$ cat src/rtl/vga_scale_dis_if.sv
// Video-memory read port between vga_scale_dis (master) and the framebuffer RAM (slave).
// The RAM returns vga_data one pclk after vmem_r_addr.
interface vga_scale_dis_if #(
  parameter int VMEM_ADDR_WIDTH = 20
);
  logic [VMEM_ADDR_WIDTH-1:0] vmem_r_addr;
  logic                       vmem_r_en;
  logic [11:0]                vga_data;

  modport master (output vmem_r_addr, output vmem_r_en, input vga_data);
  modport slave  (input vmem_r_addr, input vmem_r_en, output vga_data);
endinterface

$ cat src/rtl/vga_scale_dis.sv
// VGA timing generator with SxS integer pixel scaling (S = 1/2/4) and framebuffer prefetch.
// Optional frame interrupt/counter outputs are enabled by defining VGA_FRAME_IRQ_EN.
module vga_scale_dis #(
  parameter int         H_FP            = 56,
  parameter int         H_SYNC          = 120,
  parameter int         H_BP            = 64,
  parameter int         H_ACT           = 800,
  parameter int         V_FP            = 37,
  parameter int         V_SYNC          = 6,
  parameter int         V_BP            = 23,
  parameter int         V_ACT           = 600,
  parameter bit         SYNC_POL        = 1'b1,
  parameter int         SRC_W           = 320,
  parameter int         SRC_H           = 200,
  parameter logic [11:0] BORDER_RGB     = 12'hfff,
  parameter int         X_WIDTH         = 11,
  parameter int         Y_WIDTH         = 11,
  parameter int         VMEM_ADDR_WIDTH = 20
) (
  input  logic             pclk,
  input  logic             reset,
  input  logic [1:0]       scale_sel,
  vga_scale_dis_if.master  vmem,
  output logic             hsync,
  output logic             vsync,
  output logic             de,
  output logic [3:0]       vga_r,
  output logic [3:0]       vga_g,
  output logic [3:0]       vga_b
`ifdef VGA_FRAME_IRQ_EN
  ,
  output logic             frame_irq,
  output logic [15:0]      frame_cnt
`endif
);

  localparam int H_TOT = H_FP + H_SYNC + H_BP + H_ACT;
  localparam int H_AST = H_FP + H_SYNC + H_BP;
  localparam int V_TOT = V_FP + V_SYNC + V_BP + V_ACT;
  localparam int V_AST = V_FP + V_SYNC + V_BP;

  // window extents, already clipped to the active region
  localparam int WIN_W1 = (SRC_W     < H_ACT) ? SRC_W     : H_ACT;
  localparam int WIN_W2 = (SRC_W * 2 < H_ACT) ? SRC_W * 2 : H_ACT;
  localparam int WIN_W4 = (SRC_W * 4 < H_ACT) ? SRC_W * 4 : H_ACT;
  localparam int WIN_H1 = (SRC_H     < V_ACT) ? SRC_H     : V_ACT;
  localparam int WIN_H2 = (SRC_H * 2 < V_ACT) ? SRC_H * 2 : V_ACT;
  localparam int WIN_H4 = (SRC_H * 4 < V_ACT) ? SRC_H * 4 : V_ACT;

  logic [X_WIDTH-1:0]         x_cnt, ax, win_w, src_x;
  logic [Y_WIDTH-1:0]         y_cnt, ay, win_h;
  logic [1:0]                 s_sh, s_max, sub_x, sub_y;
  logic [VMEM_ADDR_WIDTH-1:0] row_base, addr_hold, addr_out;
  logic                       frame_start, line_end, frame_last;
  logic                       hs0, vs0, de0, win0, win_last_col, win1;
  logic [11:0]                rgb;

  always_comb begin
    frame_start  = (x_cnt == '0) && (y_cnt == '0);
    line_end     = (x_cnt == X_WIDTH'(H_TOT - 1));
    frame_last   = line_end && (y_cnt == Y_WIDTH'(V_TOT - 1));
    hs0          = (x_cnt >= X_WIDTH'(H_FP)) && (x_cnt < X_WIDTH'(H_FP + H_SYNC));
    vs0          = (y_cnt >= Y_WIDTH'(V_FP)) && (y_cnt < Y_WIDTH'(V_FP + V_SYNC));
    de0          = (x_cnt >= X_WIDTH'(H_AST)) && (y_cnt >= Y_WIDTH'(V_AST));
    ax           = x_cnt - X_WIDTH'(H_AST);
    ay           = y_cnt - Y_WIDTH'(V_AST);
    case (s_sh)
      2'd0:    begin win_w = X_WIDTH'(WIN_W1); win_h = Y_WIDTH'(WIN_H1); s_max = 2'd0; end
      2'd1:    begin win_w = X_WIDTH'(WIN_W2); win_h = Y_WIDTH'(WIN_H2); s_max = 2'd1; end
      default: begin win_w = X_WIDTH'(WIN_W4); win_h = Y_WIDTH'(WIN_H4); s_max = 2'd3; end
    endcase
    win0         = de0 && (ax < win_w) && (ay < win_h);
    win_last_col = win0 && (ax == win_w - X_WIDTH'(1));
    addr_out     = win0 ? (row_base + VMEM_ADDR_WIDTH'(src_x)) : addr_hold;
  end

  assign vmem.vmem_r_addr = addr_out;
  assign vmem.vmem_r_en   = win0;

  always_ff @(posedge pclk or posedge reset) begin
    if (reset) begin
      x_cnt <= '0;
      y_cnt <= '0;
    end else if (line_end) begin
      x_cnt <= '0;
      y_cnt <= (y_cnt == Y_WIDTH'(V_TOT - 1)) ? '0 : y_cnt + Y_WIDTH'(1);
    end else begin
      x_cnt <= x_cnt + X_WIDTH'(1);
    end
  end

  // scale is frozen for the whole frame; 3 is treated as 4x
  always_ff @(posedge pclk or posedge reset) begin
    if (reset)            s_sh <= 2'd0;
    else if (frame_start) s_sh <= (scale_sel == 2'd0) ? 2'd0 : (scale_sel == 2'd1) ? 2'd1 : 2'd2;
  end

  always_ff @(posedge pclk or posedge reset) begin
    if (reset) begin
      sub_x     <= '0;
      src_x     <= '0;
      sub_y     <= '0;
      row_base  <= '0;
      addr_hold <= '0;
    end else begin
      addr_hold <= addr_out;
      if (frame_start) begin
        sub_x    <= '0;
        src_x    <= '0;
        sub_y    <= '0;
        row_base <= '0;
      end else if (win_last_col) begin
        sub_x <= '0;
        src_x <= '0;
        if (sub_y == s_max) begin
          sub_y    <= '0;
          row_base <= row_base + VMEM_ADDR_WIDTH'(SRC_W);
        end else begin
          sub_y <= sub_y + 2'd1;
        end
      end else if (win0) begin
        if (sub_x == s_max) begin
          sub_x <= '0;
          src_x <= src_x + X_WIDTH'(1);
        end else begin
          sub_x <= sub_x + 2'd1;
        end
      end
    end
  end

  // stage 1 lines up with vga_data returned for the stage-0 address
  always_ff @(posedge pclk or posedge reset) begin
    if (reset) begin
      hsync <= ~SYNC_POL;
      vsync <= ~SYNC_POL;
      de    <= 1'b0;
      win1  <= 1'b0;
    end else begin
      hsync <= hs0 ? SYNC_POL : ~SYNC_POL;
      vsync <= vs0 ? SYNC_POL : ~SYNC_POL;
      de    <= de0;
      win1  <= win0;
    end
  end

  always_comb begin
    rgb = 12'h000;
    if (win1)    rgb = vmem.vga_data;
    else if (de) rgb = BORDER_RGB;
  end

  assign vga_r = rgb[11:8];
  assign vga_g = rgb[7:4];
  assign vga_b = rgb[3:0];

`ifdef VGA_FRAME_IRQ_EN
  always_ff @(posedge pclk or posedge reset) begin
    if (reset) begin
      frame_irq <= 1'b0;
      frame_cnt <= 16'h0000;
    end else begin
      frame_irq <= frame_last;
      if (frame_irq) frame_cnt <= frame_cnt + 16'h0001;
    end
  end
`else
  logic unused_frame_last;
  assign unused_frame_last = frame_last;
`endif

endmodule
$ cat src/flat_wrapper.sv
// flat-port wrapper written by rule: the top's interface ports become plain ports
module vga_scale_dis_flat 
#(
  parameter int         H_FP            = 56,
  parameter int         H_SYNC          = 120,
  parameter int         H_BP            = 64,
  parameter int         H_ACT           = 800,
  parameter int         V_FP            = 37,
  parameter int         V_SYNC          = 6,
  parameter int         V_BP            = 23,
  parameter int         V_ACT           = 600,
  parameter bit         SYNC_POL        = 1'b1,
  parameter int         SRC_W           = 320,
  parameter int         SRC_H           = 200,
  parameter logic [11:0] BORDER_RGB     = 12'hfff,
  parameter int         X_WIDTH         = 11,
  parameter int         Y_WIDTH         = 11,
  parameter int         VMEM_ADDR_WIDTH = 20
)
  (pclk, reset, scale_sel, hsync, vsync, de, vga_r, vga_g, vga_b, vmem_vmem_r_addr, vmem_vmem_r_en, vmem_vga_data);
  vga_scale_dis_if #(.VMEM_ADDR_WIDTH(VMEM_ADDR_WIDTH)) vmem_i ();
  input  logic pclk;
  input  logic reset;
  input  logic [1:0] scale_sel;
  output logic hsync;
  output logic vsync;
  output logic de;
  output logic [3:0] vga_r;
  output logic [3:0] vga_g;
  output logic [3:0] vga_b;
  output wire logic [$bits(vmem_i.vmem_r_addr)-1:0] vmem_vmem_r_addr;
  output wire logic [$bits(vmem_i.vmem_r_en)-1:0] vmem_vmem_r_en;
  input wire logic [$bits(vmem_i.vga_data)-1:0] vmem_vga_data;
  assign vmem_vmem_r_addr = vmem_i.vmem_r_addr;
  assign vmem_vmem_r_en = vmem_i.vmem_r_en;
  assign vmem_i.vga_data = vmem_vga_data;
  vga_scale_dis #(.H_FP(H_FP), .H_SYNC(H_SYNC), .H_BP(H_BP), .H_ACT(H_ACT), .V_FP(V_FP), .V_SYNC(V_SYNC), .V_BP(V_BP), .V_ACT(V_ACT), .SYNC_POL(SYNC_POL), .SRC_W(SRC_W), .SRC_H(SRC_H), .BORDER_RGB(BORDER_RGB), .X_WIDTH(X_WIDTH), .Y_WIDTH(Y_WIDTH), .VMEM_ADDR_WIDTH(VMEM_ADDR_WIDTH)) u_core (.pclk(pclk), .reset(reset), .scale_sel(scale_sel), .vmem(vmem_i), .hsync(hsync), .vsync(vsync), .de(de), .vga_r(vga_r), .vga_g(vga_g), .vga_b(vga_b));
endmodule
$ cat config.mk
export PLATFORM = sky130hd
export DESIGN_NAME = vga_scale_dis_flat
export DESIGN_NICKNAME = d
export VERILOG_FILES = /design/src/rtl/vga_scale_dis_if.sv /design/src/rtl/vga_scale_dis.sv /design/src/flat_wrapper.sv
export SDC_FILE = /design/constraint.sdc
export NUM_CORES = 1
export LEC_CHECK = 0
export CORE_UTILIZATION = 50
export CTS_BUF_LIST = sky130_fd_sc_hd__clkbuf_4
export CTS_CLUSTER_DIAMETER = 40
export DETAILED_ROUTE_END_ITERATION = 12
export PLACE_DENSITY = 0.72
export REMOVE_ABC_BUFFERS = 1
export SKIP_LAST_GASP = 1
export SLEW_MARGIN = 20
export SYNTH_ARGS = -nofsm -noshare
export SYNTH_HDL_FRONTEND = slang
export SYNTH_SLANG_ARGS = --single-unit
$ cat constraint.sdc
create_clock -name pclk -period 5.4 [get_ports pclk]
set_input_delay 1.62 -clock pclk [delete_from_list [all_inputs] [get_ports pclk]]
set_output_delay 1.62 -clock pclk [all_outputs]
set_load 0.03 [all_outputs]
======== Word level (Yosys, flattened, before mapping) ========
Cells that the tools add are included.
word-level totals
  bits in read-only memories .............. 0
  output and inout bits ................... 36
  word-level logic and storage cells ...... 80
  bits in writable memories ............... 0
  bits in latches ......................... 0
  memories ................................ 0
  register bits ........................... 83
cells by class
  shift operators ......................... 0
  bitwise logic cells ..................... 0
  $add $sub $neg .......................... 10
  multipliers ............................. 0
  reduce and logical (&&, ||, !) cells .... 17
  equal/unequal tests ..................... 7
  mux-type cells .......................... 26
  divide/modulo/power cells ............... 0
  order comparisons ....................... 8
operators by type and width
  kind                                                         count
  2-to-1 mux 20 bit                                            4
  2-to-1 mux 11 bit                                            6
  one-hot mux 10 bit (2 select lines)                          2
  adder 11 x 1 -> 11 bit, second input constant                3
  2-to-1 mux 12 bit                                            2
  >= comparator 11 x 6 -> 1 bit, second input constant         2
  logical NOT 11 bit                                           2
  less-than comparator 11 x 10 -> 1 bit                        2
  adder 20 x 11 -> 20 bit                                      1
  adder 20 x 9 -> 20 bit, second input constant                1
  2-to-1 mux 2 bit                                             9
  == test 11 x 10 -> 1 bit, second input constant              1
  == test 11 bit                                               1
  == test 11 bit, second input constant                        1
  >= comparator 11 x 7 -> 1 bit, second input constant         1
  >= comparator 11 x 8 -> 1 bit, second input constant         1
  less-than comparator 11 x 6 -> 1 bit, second input constant  1
  less-than comparator 11 x 8 -> 1 bit, second input constant  1
  subtractor 10 x 1 -> 11 bit, second input constant           1
  subtractor 11 x 7 -> 11 bit, second input constant           1
  subtractor 11 x 8 -> 11 bit, second input constant           1
  logical AND 1 bit                                            7
  nonzero test 3 bit                                           2
  adder 2 x 1 -> 2 bit, second input constant                  2
  other kinds (7)                                              13

======== Logic depth before layout (Yosys ltp) ========
  depth after elaboration ................. 8
  mapped depth ............................ 15
  depth with buffers taken out ............ 12

======== Worst setup path before layout ========
Ideal clock, no wire load.
  path type ............................... register -> output
  from .................................... reg u_core.y_cnt[4]
  to ...................................... out vmem_vmem_r_addr[9]
  required time ........................... 3.780 ns
  buffers on the path ..................... 3
  setup slack ............................. 0.238 ns
  arrival time ............................ 3.542 ns
  cell stages (with the launch flop) ...... 14
  path through ............................ dfrtp_1 -> buf_2 -> nor4_1 -> nor2b_1 -> nor2b_1 -> nor3_1 -> xor2_1 -> ha_1 -> a211oi_1 -> nand4b_1 -> a211o_1 -> buf_2 -> buf_2 -> o31ai_1
between the ends
  word-level cells in the longest chain between the ends .. 5
  elaborated cells on any way between the ends .. 7
  those cells by class .................... add/sub (1); order compare (2); mux (1); reduce/logical (3)
ends and longest elaborated chain
  element                                                                              RTL line             RTL
  start: declaration                                                                   vga_scale_dis.sv:51  logic [Y_WIDTH-1:0] y_cnt, ay, win_h;
  start signal: assignment                                                             vga_scale_dis.sv:86  y_cnt <= (y_cnt == Y_WIDTH'(V_TOT - 1)) ? '0 : y_cnt + Y_WIDTH'(1);
  parallel branches: the longest is 3 deep, another holds subtractor 11 x 7 -> 11 bit  -
  logical AND 1 bit (*)                                                                vga_scale_dis.sv:72  win0 = de0 && (ax < win_w) && (ay < win_h);
  2-to-1 mux 20 bit (*)                                                                vga_scale_dis.sv:74  addr_out = win0 ? (row_base + VMEM_ADDR_WIDTH'(src_x)) : addr_hold;
  end: declaration                                                                     flat_wrapper.sv:31   output wire logic [$bits(vmem_i.vmem_r_addr)-1:0] vmem_vmem_r_addr;
Every way passes the cells marked *.

======== Worst setup path after layout ========
  from .................................... reg u_core.x_cnt[5]
  to ...................................... out vmem_vmem_r_addr[10]
between the ends
  word-level cells in the longest chain between the ends .. 5
  elaborated cells on any way between the ends .. 7
  those cells by class .................... add/sub (1); order compare (2); mux (1); reduce/logical (3)
ends and longest elaborated chain
  element                                                                       RTL line                                  RTL
  start: declaration                                                            vga_scale_dis.sv:50                       logic [X_WIDTH-1:0] x_cnt, ax, win_w, src_x;
  start signal: assignment                                                      vga_scale_dis.sv:88                       x_cnt <= x_cnt + X_WIDTH'(1);
  subtractor 11 x 8 -> 11 bit or >= comparator 11 x 8 -> 1 bit (tied branches)  vga_scale_dis.sv:65, vga_scale_dis.sv:64
  less-than comparator 11 x 10 -> 1 bit or logical AND 1 bit (tied branches)    vga_scale_dis.sv:72, vga_scale_dis.sv:64
  logical AND 1 bit (*) (2 in series)                                           vga_scale_dis.sv:72
  2-to-1 mux 20 bit (*)                                                         vga_scale_dis.sv:74
Mark *: on every way between the ends. The rest lies on a longest branch, timed or not.

==> results.py <==
metrics = {
    "setup_path": {
        "endpoint_kind": "output port",
        "slowest_delay_ns": 0.50,
        "path_buf_inv": 2,
        "crit_top_cell": "buf_4",
        "crit_chain": "ha_2, and3_1, xnor2_1, ha_1, a21o_1, a211oi_1, nand4b_1, buf_4, a211o_2, o21ai_0, buf_4",
        "crit_type": "flop to output port",
        "arrival_ns": 3.58,
        "required_ns": 3.78,
        "critical_path.top_delay_family": "compound AO/OA/AOI/OAI gates",
        "startpoint_type": "flop",
        "crit_path_max_fanout": 7,
        "cp_slowest_cell": "dfrtp_1",
    },
    "final_layout": {
        "final_common_cell": "nand2_1",
        "synthToLayoutAreaGrowth_pct": 14.81,
        "multiInputGateArea_um2": 2713,
        "final_cell_mix": "nand2_1, dfrtp_1, buf_4, clkdlybuf4s50_1, xnor2_1",
        "regArea_um2": 1929,
        "fin_nets": 622,
        "diodes": 0,
        "n_fill_cell": 822,
        "drive_gt1_frac": 0.1229,
        "final_util": 0.5977,
    },
    "sta": {
        "final_max_slew_viol_count": 0,
        "worstMarginPinSlew_ns": 1.114,
        "final_hold_viol_count": 0,
        "fmax_mhz": 192.4,
        "whs_ns": 0.4917,
        "period_share": 0.9624,
        "slew_headroom": 0.2508,
        "finalCriticalPeriod_ns": 5.197,
        "setup_viol": 0,
        "clock_skew_ns": 0.02395,
    },
    "detailed_routing": {
        "drt_first_iter_violations": 201,
        "wire_per_inst_um": 15.46,
        "first_pass_iters": 4,
        "wl_mm": 11.05,
        "drc": 0,
        "antenna_left": 0,
        "vias_per_cell": 5.792,
        "num_vias": 4141,
    },
    "die": {
        "die_area_um2": 10060,
        "core_area_um2": 9284,
        "die_w_um": 100.3,
        "io_pins": 52,
        "start_util": 0.5206,
        "row_count": 35,
        "die_h_um": 100.3,
    },
    "logic_synthesis": {
        "synth_edf_count": 0,
        "synth.top_cell.area_share": 0.3987,
        "yosysWarnings": 0,
        "ys_seq_area_frac": 0.3987,
        "synth_area_um2": 4833,
        "syn_inst": 546,
        "synth_area_leader_cell": "dfrtp_1",
        "synth_area_per_cell_um2": 8.852,
        "ys_ff_latch": 77,
        "ys_async_sr_fraction": 1.000,
        "synth_area_leaders": "dfrtp_1, nand2_1, ha_1, xnor2_1, o21ai_0",
        "ys_types": 56,
        "ys.flop_type": "dfrtp_1",
    },
    "placement": {
        "portBuffers": 51,
        "place_hpwl_mm": 7.450,
        "gp_congestion": 0.8731,
    },
    "global_route": {
        "antenna_found_initial": 0,
        "grt_max_degree": 53,
        "grt_pass1_wl_mm": 17.88,
        "overflow": 0,
        "grt_pass1_vias": 3898,
        "track_usage": 0.2215,
    },
    "clock_tree": {
        "clk_path_buf_depth": 2,
        "clock_latency_ns": 0.45,
        "cts_hold_buf": 0,
        "h-tree-depth": 3,
        "cts_buffers": 9,
        "cts_sinks": 77,
        "path_clk_slew_ns": 0.13,
        "cts_tree": "built",
        "cts_root_buf": "clkbuf_4",
    },
    "power_and_ir_drop": {
        "power_density_nw_per_um2": 174.4,
        "peakVddDrop_v": 0.0001324,
        "p_leak_nw": 2.416,
    },
    "worst_hold_path": {
        "min_path_type": "flop to flop",
    },
    "job": {
        "timing.max_cap.violations": 0,
    },
    "run_status": {
        "outcome": "completed",
    },
}
worst min-delay path, cell delays in order, from the launching register on:
cell and delay [ns]:
dfrtp_1 0.35, nand2_1 0.04, nand2_1 0.07
path summary, 6_finish.rpt:
kind / depth (start not counted) / slack (ns) / endpoint / start
worst max-delay path: 11 / 0.20 / vmem_vmem_r_addr[10] / u_core.x_cnt[5]
worst min-delay path: 2 / 0.49 / u_core.addr_hold[2] / u_core.addr_hold[2]
worst max register to register: 12 / 1.71 / u_core.row_base[17] / u_core.x_cnt[5]
worst min register to register: 2 / 0.49 / u_core.addr_hold[2] / u_core.addr_hold[2]
max in group asynchronous: 3 / 2.90 / u_core.src_x[1] / reset
min in group asynchronous: 2 / 1.65 / u_core.row_base[8] / reset
metrics by stage:
stage	area (um^2)	total power, mW	setup slack [ns]	TNS, ns	instances
after floorplan	4634	0.6106	-0.3042	-2.151	506
after global placement	5338	0.6285	0.5600	0	696
after detailed placement	5338	0.6296	0.4259	0	696
after CTS	5479	0.9785	0.01167	0	711
after global routing	5549	1.010	-0.04723	-0.1922	715
final	5549	0.9676	0.2030	0	715
final cells by class:
cell class	instances	area share
clock inverters	6	0.01172
clock buffers	9	0.01218
multi-input cells	415	0.4888
repair buffers	63	0.09876
inverters	16	0.01172
flip-flops and latches	77	0.3477
well taps	129	0.02909
cells in the mapped netlist, types with 5 or more instances:
cell,n
o21ai_0,28
or4_1,12
nand2_1,95
xor2_1,12
nor2_1,24
o22ai_1,5
inv_1,16
nor2b_1,6
buf_2,12
nor4b_1,5
nand4_1,9
nand3_1,23
a21oi_1,24
ha_1,24
o31ai_1,15
dfrtp_1,77
and3_1,7
nor4_1,10
clkbuf_1,20
a21o_1,5
xnor2_1,28
nor3_1,14
or3_1,9
routing by layer:
metal / GRT usage / vias to the layer above / wire length, um
met5: 0 / - / 0
met4: 0.07469 / 0 / 115
met3: 0.04944 / 10 / 323
met2: 0.3757 / 63 / 5556
met1: 0.2794 / 2030 / 5056
li1: - / 2038 / -
registers in the layout (all words and copies together) (netlist names):
| signal | cells |
|---|---|
| u_core.addr_hold | 20 |
| u_core.row_base | 14 |
| u_core.src_x | 11 |
| u_core.x_cnt | 11 |
| u_core.y_cnt | 11 |
| u_core.s_sh | 2 |
| u_core.sub_x | 2 |
| u_core.sub_y | 2 |
| u_core.de | 1 |
| u_core.hsync | 1 |
| u_core.vsync | 1 |
| u_core.win1 | 1 |
cell families after synthesis:
kind of cell,after synthesis,synth area share
simple gates,236,0.2477
compound gates,107,0.1501
flops,77,0.3987
buf+inv,56,0.05359
xor+xnor,42,0.07921
fa+ha+maj,24,0.06213
mux,4,0.008543
what timing repair did:
action / CTS / global route
gates cloned: 0 / 2
resized for setup: 2 / 11
endpoints found under the setup margin: 8 / 21
buffers inserted: 0 / 2
pin swaps: 0 / 2
hold endpoints to repair: 0 / 0
where the power goes:
part / switching (mW) / internal [mW] / leakage, nW
Combinational: 0.0234 / 0.0173 / 1.29
Sequential: 0.00211 / 0.577 / 1.06
Clock: 0.209 / 0.138 / 0.0717
Power figures use the tool's default switching activity.
